<file path="src/rtl/muldiv_unit.sv">
// muldiv_unit
// Iterative multiply/divide unit for the execute stage. Computes
// MULT/MULTU/DIV/DIVU in 32 clock cycles into the HI/LO registers.
// The unit works on operand magnitudes and applies the sign correction
// on the last iteration.
//
// Ports:
//   clk, rst_n    clock, asynchronous active-low reset
//   start, op     issue request (sampled when idle); 00 MULT, 01 MULTU,
//                 10 DIV, 11 DIVU
//   a, b          multiplicand/dividend, multiplier/divisor
//   mthi, mtlo    load wdata into HI and/or LO (idle and no start only)
//   wdata         data for mthi/mtlo
//   busy          operation in progress
//   done          one-cycle pulse when an operation writes HI/LO
//   hi, lo        HI/LO registers
module muldiv_unit #(
  parameter int WIDTH = 32
) (
  input  logic             clk,
  input  logic             rst_n,
  input  logic             start,
  input  logic [1:0]       op,
  input  logic [WIDTH-1:0] a,
  input  logic [WIDTH-1:0] b,
  input  logic             mthi,
  input  logic             mtlo,
  input  logic [WIDTH-1:0] wdata,
  output logic             busy,
  output logic             done,
  output logic [WIDTH-1:0] hi,
  output logic [WIDTH-1:0] lo
);

  localparam int CW = $clog2(WIDTH);

  typedef enum logic {IDLE, CALC} state_t;

  state_t             state_reg;
  logic [CW-1:0]      cnt_reg;
  logic               is_div_reg;
  logic               div0_reg;
  logic               neg_res_reg;   // product / quotient sign
  logic               neg_rem_reg;   // remainder sign
  logic [WIDTH-1:0]   a_raw_reg;     // original dividend, for divide-by-zero HI
  // shift_reg supplies one bit per cycle from its MSB: the multiplier for
  // a multiply, the dividend for a divide. opnd_reg is the multiplicand
  // or the divisor.
  logic [WIDTH-1:0]   shift_reg;
  logic [WIDTH-1:0]   opnd_reg;
  // Multiply: running product. Divide: {remainder, quotient}.
  logic [2*WIDTH-1:0] acc_reg;
  logic [WIDTH-1:0]   hi_reg;
  logic [WIDTH-1:0]   lo_reg;
  logic               busy_reg;
  logic               done_reg;

  // Operand preparation at start
  logic               sgn_a, sgn_b;
  logic [WIDTH-1:0]   abs_a, abs_b;

  assign sgn_a = ~op[0] & a[WIDTH-1];
  assign sgn_b = ~op[0] & b[WIDTH-1];
  assign abs_a = sgn_a ? -a : a;
  assign abs_b = sgn_b ? -b : b;

  // One iteration plus the final sign fix-up
  logic [2*WIDTH-1:0] acc_next;
  logic [WIDTH:0]     rem_sh;
  logic [WIDTH:0]     diff;
  logic [2*WIDTH-1:0] prod_neg;
  logic [WIDTH-1:0]   fin_hi, fin_lo;

  always_comb begin
    rem_sh   = {acc_reg[2*WIDTH-1:WIDTH], shift_reg[WIDTH-1]};
    diff     = rem_sh - {1'b0, opnd_reg};
    acc_next = '0;
    if (is_div_reg) begin
      // Restoring step: a borrow in diff means the divisor did not fit.
      if (!diff[WIDTH])
        acc_next = {diff[WIDTH-1:0], acc_reg[WIDTH-2:0], 1'b1};
      else
        acc_next = {rem_sh[WIDTH-1:0], acc_reg[WIDTH-2:0], 1'b0};
    end else begin
      // MSB-first shift-add.
      acc_next = {acc_reg[2*WIDTH-2:0], 1'b0}
               + (shift_reg[WIDTH-1] ? {{WIDTH{1'b0}}, opnd_reg} : '0);
    end

    prod_neg = -acc_next;
    fin_hi   = '0;
    fin_lo   = '0;
    if (!is_div_reg) begin
      fin_hi = neg_res_reg ? prod_neg[2*WIDTH-1:WIDTH] : acc_next[2*WIDTH-1:WIDTH];
      fin_lo = neg_res_reg ? prod_neg[WIDTH-1:0]       : acc_next[WIDTH-1:0];
    end else if (div0_reg) begin
      fin_hi = a_raw_reg;
      fin_lo = '1;
    end else begin
      // 0x80000000 / -1 yields 0x80000000 naturally: magnitude 2^31 negates to itself.
      fin_hi = neg_rem_reg ? -acc_next[2*WIDTH-1:WIDTH] : acc_next[2*WIDTH-1:WIDTH];
      fin_lo = neg_res_reg ? -acc_next[WIDTH-1:0]       : acc_next[WIDTH-1:0];
    end
  end

  always_ff @(posedge clk or negedge rst_n) begin
    if (!rst_n) begin
      state_reg   <= IDLE;
      cnt_reg     <= '0;
      is_div_reg  <= 1'b0;
      div0_reg    <= 1'b0;
      neg_res_reg <= 1'b0;
      neg_rem_reg <= 1'b0;
      a_raw_reg   <= '0;
      shift_reg   <= '0;
      opnd_reg    <= '0;
      acc_reg     <= '0;
      hi_reg      <= '0;
      lo_reg      <= '0;
      busy_reg    <= 1'b0;
      done_reg    <= 1'b0;
    end else begin
      done_reg <= 1'b0;
      case (state_reg)
        IDLE: begin
          if (start) begin
            is_div_reg  <= op[1];
            div0_reg    <= (b == '0);
            neg_res_reg <= sgn_a ^ sgn_b;
            neg_rem_reg <= sgn_a;
            a_raw_reg   <= a;
            shift_reg   <= op[1] ? abs_a : abs_b;
            opnd_reg    <= op[1] ? abs_b : abs_a;
            acc_reg     <= '0;
            cnt_reg     <= '0;
            busy_reg    <= 1'b1;
            state_reg   <= CALC;
          end else begin
            if (mthi) hi_reg <= wdata;
            if (mtlo) lo_reg <= wdata;
          end
        end
        CALC: begin
          acc_reg   <= acc_next;
          shift_reg <= {shift_reg[WIDTH-2:0], 1'b0};
          cnt_reg   <= cnt_reg + CW'(1);
          if (&cnt_reg) begin
            hi_reg    <= fin_hi;
            lo_reg    <= fin_lo;
            busy_reg  <= 1'b0;
            done_reg  <= 1'b1;
            state_reg <= IDLE;
          end
        end
        default: state_reg <= IDLE;
      endcase
    end
  end

  assign busy = busy_reg;
  assign done = done_reg;
  assign hi   = hi_reg;
  assign lo   = lo_reg;

endmodule

</file>
<file path="config.mk">
export PLATFORM = sky130hd
export DESIGN_NAME = muldiv_unit
export DESIGN_NICKNAME = d
export VERILOG_FILES = /design/src/rtl/muldiv_unit.sv
export SDC_FILE = /design/constraint.sdc
export NUM_CORES = 1
export LEC_CHECK = 0
export ABC_CLOCK_PERIOD_IN_PS = 6600
export CAP_MARGIN = 10
export CORE_MARGIN = 2
export CORE_UTILIZATION = 30
export DETAILED_ROUTE_END_ITERATION = 8
export PLACE_DENSITY = 0.52
export SLEW_MARGIN = 20
export SYNTH_ARGS = -nofsm -noshare
export SYNTH_HDL_FRONTEND = slang
export SYNTH_SLANG_ARGS = --single-unit
</file>
<file path="constraint.sdc">
create_clock -name clk -period 6.6 [get_ports clk]
set_input_delay 1.32 -clock clk [delete_from_list [all_inputs] [get_ports clk]]
set_output_delay 1.32 -clock clk [all_outputs]
set_load 0.05 [all_outputs]
</file>
======== Word level (Yosys, flattened, before mapping) ========
Index checks and enable logic that the tools add are counted.
storage, ports and cells
  register bits ........................... 236
  input bits .............................. 103
  output and inout port bits .............. 66
  logic and storage cells ................. 75
cells by class
  add/sub/neg operators ................... 8
  equality and inequality tests ........... 5
  mux-type cells .......................... 37
  bitwise operators ....................... 5
  reduce and logical (&&, ||, !) cells .... 6
operator list
  kind                                                                      count
  32-bit 2-to-1 mux                                                         20
  64-bit 2-to-1 mux                                                         3
  32-bit one-hot mux with 2 select lines                                    3
  32-bit negator                                                            4
  64-bit one-hot mux with 2 select lines                                    1
  64-bit by 32-bit adder with 64-bit output                                 1
  64-bit negator                                                            1
  33-bit by 32-bit subtractor with 33-bit output                            1
  32-bit logical NOT                                                        1
  5-bit one-hot mux with 2 select lines                                     1
  2-bit inequality test (second input constant)                             4
  1-bit 2-to-1 mux                                                          6
  3-bit AND reduction                                                       2
  5-bit by 1-bit adder with 5-bit output (second input constant)            1
  5-bit 2-to-1 mux                                                          1
  5-bit AND reduction                                                       1
  1-bit one-hot mux with 2 select lines                                     2
  2-bit AND reduction                                                       2
  1-bit AND                                                                 2
  2-bit by 1-bit inequality test with 1-bit output (second input constant)  1
  1-bit NOT                                                                 2
  1-bit bitwise XOR                                                         1

======== Longest topological paths before layout ========
  word-level depth ........................ 9
  gate-level depth with buffers ........... 24
  depth with buffers taken out ............ 21

======== Worst setup path before layout ========
No wires, ideal clock.
  path kind ............................... reg2reg
  start ................................... register shift_reg[31]
  end ..................................... register hi_reg[20], in the netlist hi[20]
  library setup time ...................... 0.136 ns
  arrival time ............................ 5.342 ns
  data required time ...................... 6.464 ns
  setup slack ............................. 1.122 ns
  cell stages (with the launch flop) ...... 25
  buffers on the path ..................... 3
  clock period less this slack ............ 5.478 ns
  cell sequence ........................... dfrtp_1 > inv_1 > buf_1 > ha_1 > inv_1 > fa_1 > a21o_1 > a311o_1 > nand4_1 > a2111oi_4 > o211ai_2 > buf_2 > nand2_1 > inv_1 > ha_1 > and3_1 > and3_1 > nand2_1 > or4_1 > or3_1 > clkbuf_1 > o41ai_1 > xor2_1 > a221oi_1 > nand3_1
between the ends
  longest elaborated chain between the ends .. 9
  elaborated cells on any way between the ends .. 13
  classes of those cells .................. 4 x add/sub; 9 x mux
ends and longest elaborated chain
  what                                                                                 line    source
  start, declared                                                                      49      logic [WIDTH-1:0] shift_reg;
  start signal, assigned                                                               132     shift_reg <= op[1] ? abs_a : abs_b;
  start signal, assigned                                                               145     shift_reg <= {shift_reg[WIDTH-2:0], 1'b0};
  32-bit 2-to-1 mux or 33-bit by 32-bit subtractor with 33-bit output (tied branches)  87, 76
  64-bit by 32-bit adder with 64-bit output or 64-bit 2-to-1 mux (tied branches)       87, 80
  64-bit 2-to-1 mux (*)                                                                78      if (is_div_reg) begin
  32-bit negator                                                                       101     fin_hi = neg_rem_reg ? -acc_next[2*WIDTH-1:WIDTH] : acc_next[2*WIDTH-1:WIDTH];
  32-bit 2-to-1 mux                                                                    101
  32-bit 2-to-1 mux                                                                    96      end else if (div0_reg) begin
  32-bit 2-to-1 mux (*)                                                                93      if (!is_div_reg) begin
  32-bit 2-to-1 mux (*)                                                                147     if (&cnt_reg) begin
  32-bit one-hot mux with 2 select lines (*)                                           124     case (state_reg)
  end signal, assigned                                                                 139     if (mthi) hi_reg <= wdata;
  end signal, assigned                                                                 148     hi_reg <= fin_hi;
  end, declared                                                                        53      logic [WIDTH-1:0] hi_reg;
Mark *: on every way between the ends. The rest lies on a longest branch, timed or not. The select of a mux whose other input is x is not followed.
A chain may end at the register's enable or synchronous reset.

======== Worst setup path after layout ========
  start ................................... register shift_reg[31]
  end ..................................... register hi_reg[26], in the netlist hi[26]
Same word-level chain as after synthesis.

==> run_results.csv <==
group,metric,value,unit
pwr,p_int,0.00719,W
placed_design,routabilityCongestion,0.968,
layout,nets,2956,
synth,synth_cell_types,105,
route,vias,21636,
grt,antenna_found_initial,3,
layout,n_antenna_cell,0,
clock_network,post_cts_buffers,0,
pwr,comb_power_share,71.3,%
synth,async_reset_ff_share,100,%
floorplan,core,68500,um2
sta,grt_setup_unrepaired,"no",
worst_hold_path,min_path_type,"flop to flop",
route,ant_nets,0,
worst_setup_path,r2r_slack,530,ps
worst_setup_path,crit_fanout,9,
route,wl,91900,um
floorplan,start_util,30.2,%
synth,ys_ff_latch,236,
layout,multiInputGateArea,13700,um2
sta,fin_worst_skew,32.7,ps
worst_setup_path,cpMaxStageDelayCell,"nor4b_1",
clock_network,clkSlewWorstSetupHoldPaths,60,ps
floorplan,fp.dieW,267,um
route,post_drt_wl_per_cell,24.9,um
floorplan,row_count,96,
synth,syn_nets,2871,
layout,fin_util,35.5,%
flow_run,drv_cap,0,
layout,drive_above_1_share,7.85,%
grt,gr-usage-all-layers,25.1,%
synth,synth.area.top_cells,"dfrtp_1 29%, nand2_1 6.9%, o21ai_0 5.6%, a21oi_1 5.1%, xnor2_1 4.5%",
sta,period_share,92.0,%
grt,grt_overflow,0,
synth,yosysTopAreaCell,"dfrtp_1",
clock_network,htreeDepth,1,
route,drc,0,
synth,synth_cells,2696,
pwr,cellPowerDensity,667,nW/um2
layout,largest_reg_flops,64,
clock_network,ctsResizeCount,0,
sta,finalWorstSetupSlack,528,ps
layout,areaGrowthSynthToFinish,17.4,%
worst_setup_path,critPathMaxStageDelay,800,ps
sta,fin_hold_ws,478,ps
placed_design,port_buffers,168,
synth,synth_flop_cell,"dfrtp_1",
synth,syn_avg_cell_area,7.68,um2
layout,regArea,5910,um2
worst_setup_path,crit_family,"simple AND/OR/NAND/NOR gates",
worst_hold_path,holdPathEnd,"lo[12]",
clock_network,cts_inserted_buffers,31,
placed_design,dpl_worst_slack,594,ps
sta,finalHoldViolations,0,
clock_network,insertion_delay,610,ps
floorplan,ios,169,
synth,netlist_area,20700,um2
worst_setup_path,critPathCaptureType,"flop",
clock_network,cts_root_buf,"clkbuf_16",
worst_hold_path,hold_depth,2,
clock_network,cts_tree,"built",
route,drtPass1Iterations,6,
worst_setup_path,r2r_end,"hi[26]",
grt,grt_start_max_net_pins,103,
synth,ys_seq_area_share,28.5,%
pwr,total_power,0.0162,W
sta,period_minus_slack,6070,ps
synth,synth_top_area_share,28.5,%
route,first_iter_violations,2301,
worst_setup_path,crit_buf_inv,2,
clock_network,cts_num_sinks,236,
worst_hold_path,min_from,"lo[12]",
layout,fillers,7229,
placed_design,hpwl,71000,um
synth,ys_warn_count,0,
grt,grt_pass1_vias,20371,
sta,setup_viol,0,
sta,fmax,165,MHz
synth,synth_edf_count,0,
worst_setup_path,crit_chain,"inv_1, buf_4, nor2_1, ha_1, o211ai_2, o211a_1, nor4b_1, o21a_1, o21ai_0, nor4_1, a211o_1, and3_1, nand2_1, nor4_1, and3b_1, o21ai_0, a221o_1",
floorplan,dieArea,71100,um2
grt,grt_first_pass_wirelength,135000,um
run_status,status,"complete, no violations",
sta,worstMarginPinSlew,1240,ps
pwr,power.switching,0.00901,W
sta,relSlewSlack,17.1,%
worst_setup_path,timing.rr.start,"shift_reg[31]",
worst_setup_path,r2r_cells,17,
route,viasPerCell,5.87,
sta,setup_tns,0,ps
worst_setup_path,cp-start-kind,"flop",
pwr,clockPowerShare,10.8,%
floorplan,die-height,267,um
worst_setup_path,crit_arrival,6550,ps
clock_network,cts_hold_buf,0,
pwr,pwr-share-seq,17.9,%
worst_setup_path,worstSetupPathType,"flop to flop",
clock_network,clockBufferDepth,3,
worst_setup_path,crit_required,7070,ps
pwr,vdd_drop_max,0.000258,V
pwr,swShare,55.6,%
sta,drv_slew,0,
pwr,power_leakage,9.71,nW
## synthesized netlist by cell type (30+ instances only)
master and count:
nor2_1 230, dfrtp_1 236, clkbuf_1 137, nand3_1 38
nand2b_1 30, ha_1 70, xor2_1 62, o21ai_0 231
o22ai_1 62, nand2_1 382, o31ai_1 43, mux2i_1 33
a21oi_1 210, and3_1 38, mux2_2 35, xnor2_1 106
a211oi_1 55, nor3_1 60, nand4_1 32, inv_1 103
o211ai_1 31
## tightest hold or removal path, cell delays in order (launching register included)
cell and delay [ps]:
dfrtp_1 340, nand2_1 40, o21ai_0 60
## worst max path at each step
stage,start,endpoint,slack [ps],cells past startpoint
finish,shift_reg[31],hi[26],530,17
global route,shift_reg[31],hi[31],190,17
CTS,shift_reg[31],hi[23],590,18
detailed placement,shift_reg[31],hi[23],590,18
global placement,shift_reg[31],hi[23],670,17
floorplan,shift_reg[31],hi[20],1120,24
## logic make-up after synthesis
logic type      share of synthesized area, %
buf+inv                                 5.41
flops                                   28.5
compound gates                          29.1
xor+xnor                                7.11
fa+ha+maj                               4.42
mux                                     3.50
simple gates                            21.9
## cell usage in the layout, fill, tap and decap left out, types with 12 or more instances in the layout
| cell | synthesis | routed |
|---|---|---|
| a211oi_1 | 55 | 55 |
| xnor2_1 | 106 | 106 |
| mux2i_1 | 33 | 33 |
| o211a_1 | 14 | 14 |
| nor2b_1 | 15 | 15 |
| clkdlybuf4s50_1 | 0 | 165 |
| a21o_1 | 23 | 23 |
| nand2_1 | 382 | 380 |
| a31oi_1 | 17 | 17 |
| or3_1 | 22 | 22 |
| o21ai_1 | 14 | 14 |
| xor2_1 | 62 | 62 |
| inv_1 | 103 | 102 |
| a21oi_1 | 210 | 208 |
| o211ai_1 | 31 | 31 |
| o21ai_0 | 231 | 231 |
| nand2b_1 | 30 | 30 |
| nor3_1 | 60 | 60 |
| nor3b_1 | 13 | 13 |
| o41ai_1 | 13 | 13 |
| ha_1 | 70 | 70 |
| nor2_1 | 230 | 230 |
| o31ai_1 | 43 | 43 |
| dfrtp_1 | 236 | 233 |
| o21a_1 | 22 | 22 |
| and2_1 | 20 | 20 |
| and3_1 | 38 | 38 |
| nand4_1 | 32 | 32 |
| or4_1 | 12 | 12 |
| nor4_1 | 19 | 19 |
| clkbuf_16 | 0 | 31 |
| nand3_1 | 38 | 38 |
| o221ai_1 | 16 | 16 |
| buf_4 | 3 | 60 |
| o22ai_1 | 62 | 62 |
| mux2_2 | 35 | 35 |
| and4_1 | 14 | 14 |
## routing by layer
layer / up-vias / GRT usage (%) / part of all wire [%]
li1: 10033 / - / -
met1: 10516 / 35.0 / 44
met2: 945 / 39.2 / 44
met3: 140 / 4.23 / 7.5
met4: 2 / 8.44 / 3.8
met5: - / 0 / 0.0098
## power groups by stage
| stage | combinational [W] | sequential [W] | clock, W |
|---|---|---|---|
| global route | 0.0123 | 0.00299 | 0.00183 |
| CTS | 0.0114 | 0.00288 | 0.00177 |
| finish | 0.0116 | 0.00290 | 0.00174 |
| global placement | 0.0113 | 0.00289 | 0 |
| floorplan | 0.00703 | 0.00317 | 0 |
| detailed placement | 0.0113 | 0.00290 | 0 |
## metrics by stage
| step | std cells | area [um2] |
|---|---|---|
| 3_3_place_gp | 3630 | 23300 |
| 6_report | 3686 | 24300 |
| 5_1_grt | 3686 | 24300 |
| 2_1_floorplan | 2696 | 20700 |
| 3_5_place_dp | 3630 | 23300 |
| 4_1_cts | 3686 | 24300 |
## final cells by class
| class | count | share of cell area [%] |
|---|---|---|
| inverters | 106 | 1.65 |
| flip-flops and latches | 236 | 24.3 |
| well taps | 882 | 4.54 |
| clock inverters | 16 | 0.716 |
| repair buffers | 228 | 8.88 |
| clock buffers | 40 | 3.45 |
| multi-input cells | 2178 | 56.4 |
Note: power is estimated with default switching activity, not from simulation.
